**src/rtl/axis_rr_arbiter_pkg.sv**
```systemverilog
// ============================================================================
// Module : axis_rr_arbiter_pkg
// Brief  : Shared types and constants for the packet round-robin AXIS arbiter.
// Rev    : 1.0
// ============================================================================
`default_nettype none

package axis_rr_arbiter_pkg;

  typedef enum logic {
    IDLE = 1'b0,
    BUSY = 1'b1
  } arb_state_e;

  localparam int PKT_CNT_W = 16;

  // Index width for NUM_SRC sources; a single source still needs one bit.
  function automatic int ptr_width(input int n);
    return (n > 1) ? $clog2(n) : 1;
  endfunction

endpackage

`default_nettype wire

```
**src/rtl/axis_rr_arbiter_if.sv**
```systemverilog
// ============================================================================
// Module : axis_rr_arbiter_if
// Brief  : Source-side and sink-side AXIS signals of the round-robin arbiter.
// Rev    : 1.0
// ============================================================================
`default_nettype none

interface axis_rr_arbiter_if #(
  parameter int NUM_SRC = 4,
  parameter int DATA_W  = 8,
  parameter int ID_W    = 2
);

  logic [NUM_SRC*DATA_W-1:0] s_axis_tdata;
  logic [NUM_SRC-1:0]        s_axis_tvalid;
  logic [NUM_SRC-1:0]        s_axis_tlast;
  logic [NUM_SRC-1:0]        s_axis_tready;
  logic [DATA_W-1:0]         m_axis_tdata;
  logic                      m_axis_tvalid;
  logic                      m_axis_tlast;
  logic [ID_W-1:0]           m_axis_tid;
  logic                      m_axis_tready;

  modport slave (
    input  s_axis_tdata, s_axis_tvalid, s_axis_tlast, m_axis_tready,
    output s_axis_tready, m_axis_tdata, m_axis_tvalid, m_axis_tlast, m_axis_tid
  );

  modport master (
    output s_axis_tdata, s_axis_tvalid, s_axis_tlast, m_axis_tready,
    input  s_axis_tready, m_axis_tdata, m_axis_tvalid, m_axis_tlast, m_axis_tid
  );

endinterface

`default_nettype wire

```
**src/rtl/axis_rr_arbiter_pick.sv**
```systemverilog
// ============================================================================
// Module : axis_rr_pick
// Brief  : Combinational round-robin pick: first requester at or after ptr.
// Rev    : 1.0
// ============================================================================
`default_nettype none

module axis_rr_pick
  import axis_rr_arbiter_pkg::*;
#(
  parameter int NUM_SRC = 4,
  parameter int PTR_W   = ptr_width(NUM_SRC)
) (
  input  logic [NUM_SRC-1:0] req,
  input  logic [PTR_W-1:0]   ptr,
  output logic               any,
  output logic [PTR_W-1:0]   idx
);

  localparam logic [PTR_W:0] c_NUM = (PTR_W + 1)'(NUM_SRC);

  logic [2*NUM_SRC-1:0] w_dbl;
  logic [NUM_SRC-1:0]   w_rot;
  logic [PTR_W-1:0]     w_off;
  logic [PTR_W:0]       w_sum;

  // Rotating the doubled vector puts the ptr position at bit 0.
  assign w_dbl = {req, req} >> ptr;
  assign w_rot = w_dbl[NUM_SRC-1:0];

  always_comb begin
    w_off = '0;
    any   = |req;
    for (int i = NUM_SRC - 1; i >= 0; i--) begin
      if (w_rot[i]) begin
        w_off = PTR_W'(i);
      end
    end
  end

  assign w_sum = {1'b0, ptr} + {1'b0, w_off};

  always_comb begin
    idx = w_sum[PTR_W-1:0];
    if (w_sum >= c_NUM) begin
      idx = PTR_W'(w_sum - c_NUM);
    end
  end

endmodule

`default_nettype wire

```
**src/rtl/axis_rr_arbiter.sv**
```systemverilog
// ============================================================================
// Module : axis_rr_arbiter
// Brief  : Packet-level round-robin arbiter sharing one AXIS sink between sources.
// Rev    : 1.0
// ============================================================================
`default_nettype none

module axis_rr_arbiter
  import axis_rr_arbiter_pkg::*;
#(
  parameter int NUM_SRC = 4,
  parameter int DATA_W  = 8,
  parameter int ID_W    = 2
) (
  input  logic                 s_axis_aclk,
  input  logic                 s_axis_arstn,
  axis_rr_arbiter_if.slave     bus,
  output logic                 busy,
  output logic [PKT_CNT_W-1:0] pkt_count
);

  localparam int                 c_PTR_W = ptr_width(NUM_SRC);
  localparam logic [c_PTR_W-1:0] c_LAST  = c_PTR_W'(NUM_SRC - 1);

  arb_state_e           r_state;
  logic [c_PTR_W-1:0]   r_rr_ptr;
  logic [c_PTR_W-1:0]   r_grant;
  logic                 r_busy;
  logic [PKT_CNT_W-1:0] r_pkt_count;
  logic [DATA_W-1:0]    r_m_tdata;
  logic                 r_m_tvalid;
  logic                 r_m_tlast;
  logic [ID_W-1:0]      r_m_tid;

  logic                 w_pick_any;
  logic [c_PTR_W-1:0]   w_pick_idx;
  logic                 w_src_ready;
  logic                 w_accept;
  logic                 w_sel_last;
  logic [DATA_W-1:0]    w_sel_data;

  axis_rr_pick #(
    .NUM_SRC (NUM_SRC),
    .PTR_W   (c_PTR_W)
  ) u_pick (
    .req (bus.s_axis_tvalid),
    .ptr (r_rr_ptr),
    .any (w_pick_any),
    .idx (w_pick_idx)
  );

  // The granted source may push whenever the output register is empty or draining.
  assign w_src_ready = (r_state == BUSY) && (!r_m_tvalid || bus.m_axis_tready);
  assign w_accept    = w_src_ready && bus.s_axis_tvalid[r_grant];
  assign w_sel_last  = bus.s_axis_tlast[r_grant];
  assign w_sel_data  = bus.s_axis_tdata[r_grant*DATA_W +: DATA_W];

  generate
    for (genvar gi = 0; gi < NUM_SRC; gi++) begin : g_tready
      assign bus.s_axis_tready[gi] = w_src_ready && (r_grant == c_PTR_W'(gi));
    end
  endgenerate

  always_ff @(posedge s_axis_aclk or negedge s_axis_arstn) begin
    if (!s_axis_arstn) begin
      r_state     <= IDLE;
      r_rr_ptr    <= '0;
      r_grant     <= '0;
      r_busy      <= 1'b0;
      r_pkt_count <= '0;
      r_m_tdata   <= '0;
      r_m_tvalid  <= 1'b0;
      r_m_tlast   <= 1'b0;
      r_m_tid     <= '0;
    end else begin
      case (r_state)
        IDLE: begin
          if (w_pick_any) begin
            r_grant <= w_pick_idx;
            r_busy  <= 1'b1;
            r_state <= BUSY;
          end
        end
        BUSY: begin
          if (w_accept && w_sel_last) begin
            r_rr_ptr    <= (r_grant == c_LAST) ? '0 : r_grant + 1'b1;
            r_busy      <= 1'b0;
            r_pkt_count <= r_pkt_count + 1'b1;
            r_state     <= IDLE;
          end
        end
        default: r_state <= IDLE;
      endcase

      if (w_accept) begin
        r_m_tdata  <= w_sel_data;
        r_m_tlast  <= w_sel_last;
        r_m_tid    <= ID_W'(r_grant);
        r_m_tvalid <= 1'b1;
      end else if (bus.m_axis_tready) begin
        r_m_tvalid <= 1'b0;
      end
    end
  end

  assign bus.m_axis_tdata  = r_m_tdata;
  assign bus.m_axis_tvalid = r_m_tvalid;
  assign bus.m_axis_tlast  = r_m_tlast;
  assign bus.m_axis_tid    = r_m_tid;
  assign busy              = r_busy;
  assign pkt_count         = r_pkt_count;

endmodule

`default_nettype wire
```
**src/flat_wrapper.sv**
```systemverilog
// flat-port wrapper written by rule: the top's interface ports become plain ports
module axis_rr_arbiter_flat import axis_rr_arbiter_pkg::*;
#(
  parameter int NUM_SRC = 4,
  parameter int DATA_W  = 8,
  parameter int ID_W    = 2
)
  (s_axis_aclk, s_axis_arstn, busy, pkt_count, bus_s_axis_tdata, bus_s_axis_tvalid, bus_s_axis_tlast, bus_m_axis_tready, bus_s_axis_tready, bus_m_axis_tdata, bus_m_axis_tvalid, bus_m_axis_tlast, bus_m_axis_tid);
  axis_rr_arbiter_if #(.NUM_SRC(NUM_SRC), .DATA_W(DATA_W), .ID_W(ID_W)) bus_i ();
  input  logic s_axis_aclk;
  input  logic s_axis_arstn;
  output logic busy;
  output logic [PKT_CNT_W-1:0] pkt_count;
  input wire logic [$bits(bus_i.s_axis_tdata)-1:0] bus_s_axis_tdata;
  input wire logic [$bits(bus_i.s_axis_tvalid)-1:0] bus_s_axis_tvalid;
  input wire logic [$bits(bus_i.s_axis_tlast)-1:0] bus_s_axis_tlast;
  input wire logic [$bits(bus_i.m_axis_tready)-1:0] bus_m_axis_tready;
  output wire logic [$bits(bus_i.s_axis_tready)-1:0] bus_s_axis_tready;
  output wire logic [$bits(bus_i.m_axis_tdata)-1:0] bus_m_axis_tdata;
  output wire logic [$bits(bus_i.m_axis_tvalid)-1:0] bus_m_axis_tvalid;
  output wire logic [$bits(bus_i.m_axis_tlast)-1:0] bus_m_axis_tlast;
  output wire logic [$bits(bus_i.m_axis_tid)-1:0] bus_m_axis_tid;
  assign bus_i.s_axis_tdata = bus_s_axis_tdata;
  assign bus_i.s_axis_tvalid = bus_s_axis_tvalid;
  assign bus_i.s_axis_tlast = bus_s_axis_tlast;
  assign bus_i.m_axis_tready = bus_m_axis_tready;
  assign bus_s_axis_tready = bus_i.s_axis_tready;
  assign bus_m_axis_tdata = bus_i.m_axis_tdata;
  assign bus_m_axis_tvalid = bus_i.m_axis_tvalid;
  assign bus_m_axis_tlast = bus_i.m_axis_tlast;
  assign bus_m_axis_tid = bus_i.m_axis_tid;
  axis_rr_arbiter #(.NUM_SRC(NUM_SRC), .DATA_W(DATA_W), .ID_W(ID_W)) u_core (.s_axis_aclk(s_axis_aclk), .s_axis_arstn(s_axis_arstn), .bus(bus_i), .busy(busy), .pkt_count(pkt_count));
endmodule
```
**config.mk**
```make
export PLATFORM = sky130hd
export DESIGN_NAME = axis_rr_arbiter_flat
export DESIGN_NICKNAME = d
export VERILOG_FILES = /design/src/rtl/axis_rr_arbiter_pkg.sv /design/src/rtl/axis_rr_arbiter_if.sv /design/src/rtl/axis_rr_arbiter_pick.sv /design/src/rtl/axis_rr_arbiter.sv /design/src/flat_wrapper.sv
export SDC_FILE = /design/constraint.sdc
export NUM_CORES = 1
export LEC_CHECK = 0
export ABC_AREA = 1
export ABC_CLOCK_PERIOD_IN_PS = 3300
export CAP_MARGIN = 20
export CORE_UTILIZATION = 49
export CTS_BUF_LIST = sky130_fd_sc_hd__clkbuf_8 sky130_fd_sc_hd__clkbuf_16
export DETAILED_ROUTE_END_ITERATION = 12
export GPL_TIMING_DRIVEN = 0
export PLACE_DENSITY_LB_ADDON = 0.3
export SLEW_MARGIN = 20
export SYNTH_ARGS = -nofsm -noshare
export SYNTH_HDL_FRONTEND = slang
export SYNTH_SLANG_ARGS = --single-unit
```
**constraint.sdc**
```tcl
create_clock -name s_axis_aclk -period 3.3 [get_ports s_axis_aclk]
set_clock_uncertainty 0.05 [all_clocks]
set_input_delay 0.33 -clock s_axis_aclk [delete_from_list [all_inputs] [get_ports s_axis_aclk]]
set_output_delay 0.33 -clock s_axis_aclk [all_outputs]
set_load 0.005 [all_outputs]
```
==> metrics.txt <==
Leakage 0.00148 µW; DR iter-0 viols 116; synth unique cells 23; Ys Warns 0; area post-placement 3020 µm²; Seq cells post-synth 34; Synth area leader dfrtp_1; Final Net Count 450; CTS tree done; Fill cells 362; Clock Sinks 34; Hold Path Class in -> async; postcts setup bufs 0; NetSw 1020 µW; Yosys top cell area share 38.9%; most common cell in the netlist nand2_1; Via Count 2340; crit path DAT 2.21 ns; top post-synthesis cells by area dfrtp_1 (39%), nand2_1 (18%), nor2_1 (7.9%); Peak Freq 386 MHz; Total GRT Usage 26.5%; Vias per Instance 5.20; worst slew pin tran 0.543 ns; CP Cell Sequence inv_1 > clkbuf_1 > ha_1 > inv_1 > nor2_1 > clkdlybuf4s50_1; I/O Buffers 75; Data required, critical path 2.92 ns; final hold vios 0; PD cells 763 nW/µm²; post-DP HPWL 4.41 mm; status complete, no violations; top cells by count, synth nand2_1 (105), nor2_1 (46), dfrtp_1 (34); Cells after Synth 317; vias in the first global route 2139; clk_lat worst skew 0.28 ns; Comb power frac 57.2%; Finish-stage setup viols 0; DRC viols 0; # hold bufs at CTS 1; CTS Root Cell clkbuf_8; Tcrit/Tclk final 78.4%; CP delay by family, top buffers and inverters; count of pins over their slew limit 0; crit path max fanout 11; CP startpoint kind flip-flop; Die Area 4730 µm²; fin cells 450; share of cells above drive strength 1 5.25%; DRT Wirelength 5.78 mm; setup TNS 0 ns; Cells after DPL 443; Slowest cell on crit path clkdlybuf4s50_1; Synth Net Count 366; switching share of power 42.9%; Power, Total 2370 µW; area growth from synthesis to layout 42.1%; DR WL/cell 12.8 µm; number of flops mapped to enable cells by yosys 0; mapped cell area 2190 µm²; # diodes 0; Worst Path Buf+Inv 4; CP Capture Type output pin; maximum vdd drop 507 µV; max incr delay on CP 0.51 ns; Post-synth ARST share 100%; Clock transition at path regs 0.07 ns; syn avg cell area 6.90 µm²; RSZ-0062 raised after global routing false; post-route cell area 3110 µm²; first-pass GRT wire length 9.32 mm; final global-route overflow total 0; critical path's most frequent cell inv_1; CTS Buf Count 5; Int Pwr 1350 µW; CTS H-tree depth 2; Core ar. 4140 µm²; post-route antenna net violation count 0; clock power share 12.6%; Initial Util 52.8%; Flop pwr share 30.2%; max_cap viols 0; antenna violations before repair 0; Resize count post-CTS 0; worst hold margin 0.379 ns; Max transition margin 63.8%; row count 23; global placer's final weighted congestion 0.905; Seq/Total Area, Yosys 38.9%; Final Critical Period 2.59 ns; Clock Tree Buf Depth 2; Setup Crit Path Kind reg -> out; Boundary Pins 76; First-pass DRT Iterations 4; die width 68.8 µm; Main synth FF type dfrtp_1; pin count of the biggest net entering global routing 28; Die Y 68.8 µm
[flip-flops by register name, indices dropped and copies added (netlist names), 2 cells and up]
name and count:
u_core.r_grant 2, u_core.r_rr_ptr 2, u_core.bus.m_axis_tid 2, u_core.pkt_count 16, u_core.bus.m_axis_tdata 8
[per-layer routing]
metal	vias to the layer above	global-route usage, %	part of all wire, %
met3	9	5.76	6.4
met2	70	44.5	49
met1	1089	33.4	44
met4	0	9.18	1.1
li1	1172	-	-
met5	-	0	0
[cell families after synthesis]
group | synth area share [%]
flip-flops | 38.9
adder cells (fa/ha/maj) | 3.43
XOR/XNOR | 3.55
buffers and inverters | 9.04
AO/OA/AOI/OAI | 11.2
AND/OR/NAND/NOR | 33.9
[metrics by stage]
stage	utilization [%]	setup WS (ns)
after floorplan	-	1.68
after global placement	72.4	0.996
after detailed placement	72.8	1.01
after CTS	75.0	0.701
after global routing	75.0	0.562
final	75.0	0.711
[power groups by stage]
stage          logic (µW)  clock network, µW  registers, µW
2_1_floorplan         801                  0            702
3_3_place_gp         1310                  0            715
3_5_place_dp         1360                  0            715
4_1_cts              1360                304            713
5_1_grt              1530                320            733
6_report             1360                299            715
[worst reg2reg max path, delay by kind of cell, from the launching register on]
| family | cells | cell delay [ns] |
|---|---|---|
| flops | 1 | 0.48 |
| buf+inv | 1 | 0.13 |
| simple gates | 7 | 0.59 |
| compound gates | 1 | 0.18 |
| xor+xnor | 1 | 0.20 |
| fa+ha+maj | 1 | 0.20 |
[cell type report]
| type | count | area [µm²] | share of cell area (%) |
|---|---|---|---|
| multi-input combinational | 241 | 1140 | 36.6 |
| sequential | 34 | 851 | 27.4 |
| timing repair buffer | 77 | 776 | 25.0 |
| inverter | 32 | 123 | 3.95 |
| clock buffer | 6 | 82.6 | 2.66 |
| buffer | 10 | 75.1 | 2.42 |
| tap | 50 | 62.6 | 2.01 |
[cells in the final DEF (no fill, tap or decap), types with 6 or more instances in the layout]
master,instances
nand2_1,105
clkdlybuf4s50_1,74
nor2_1,46
dfrtp_1,34
o21ai_0,33
inv_1,29
nand3_1,22
o22ai_1,8
xor2_1,7
ha_1,6
clkbuf_8,6
[final timing paths]
| check | start | endpoint | slack, ns | depth (start not counted) |
|---|---|---|---|---|
| worst max-delay path | u_core.r_grant[0] | bus_s_axis_tready[0] | 0.71 | 6 |
| worst min-delay path | s_axis_arstn | u_core.pkt_count[1] | 0.38 | 2 |
| worst max register to register | u_core.r_rr_ptr[0] | u_core.r_grant[1] | 1.36 | 11 |
| worst min register to register | u_core.bus.m_axis_tdata[1] | u_core.bus.m_axis_tdata[1] | 0.44 | 2 |
| max in group asynchronous | s_axis_arstn | u_core.bus.m_axis_tid[0] | 2.43 | 3 |
| min in group s_axis_aclk | u_core.bus.m_axis_tdata[1] | u_core.bus.m_axis_tdata[1] | 0.44 | 2 |
No activity file was read; power rests on OpenSTA's default activity.
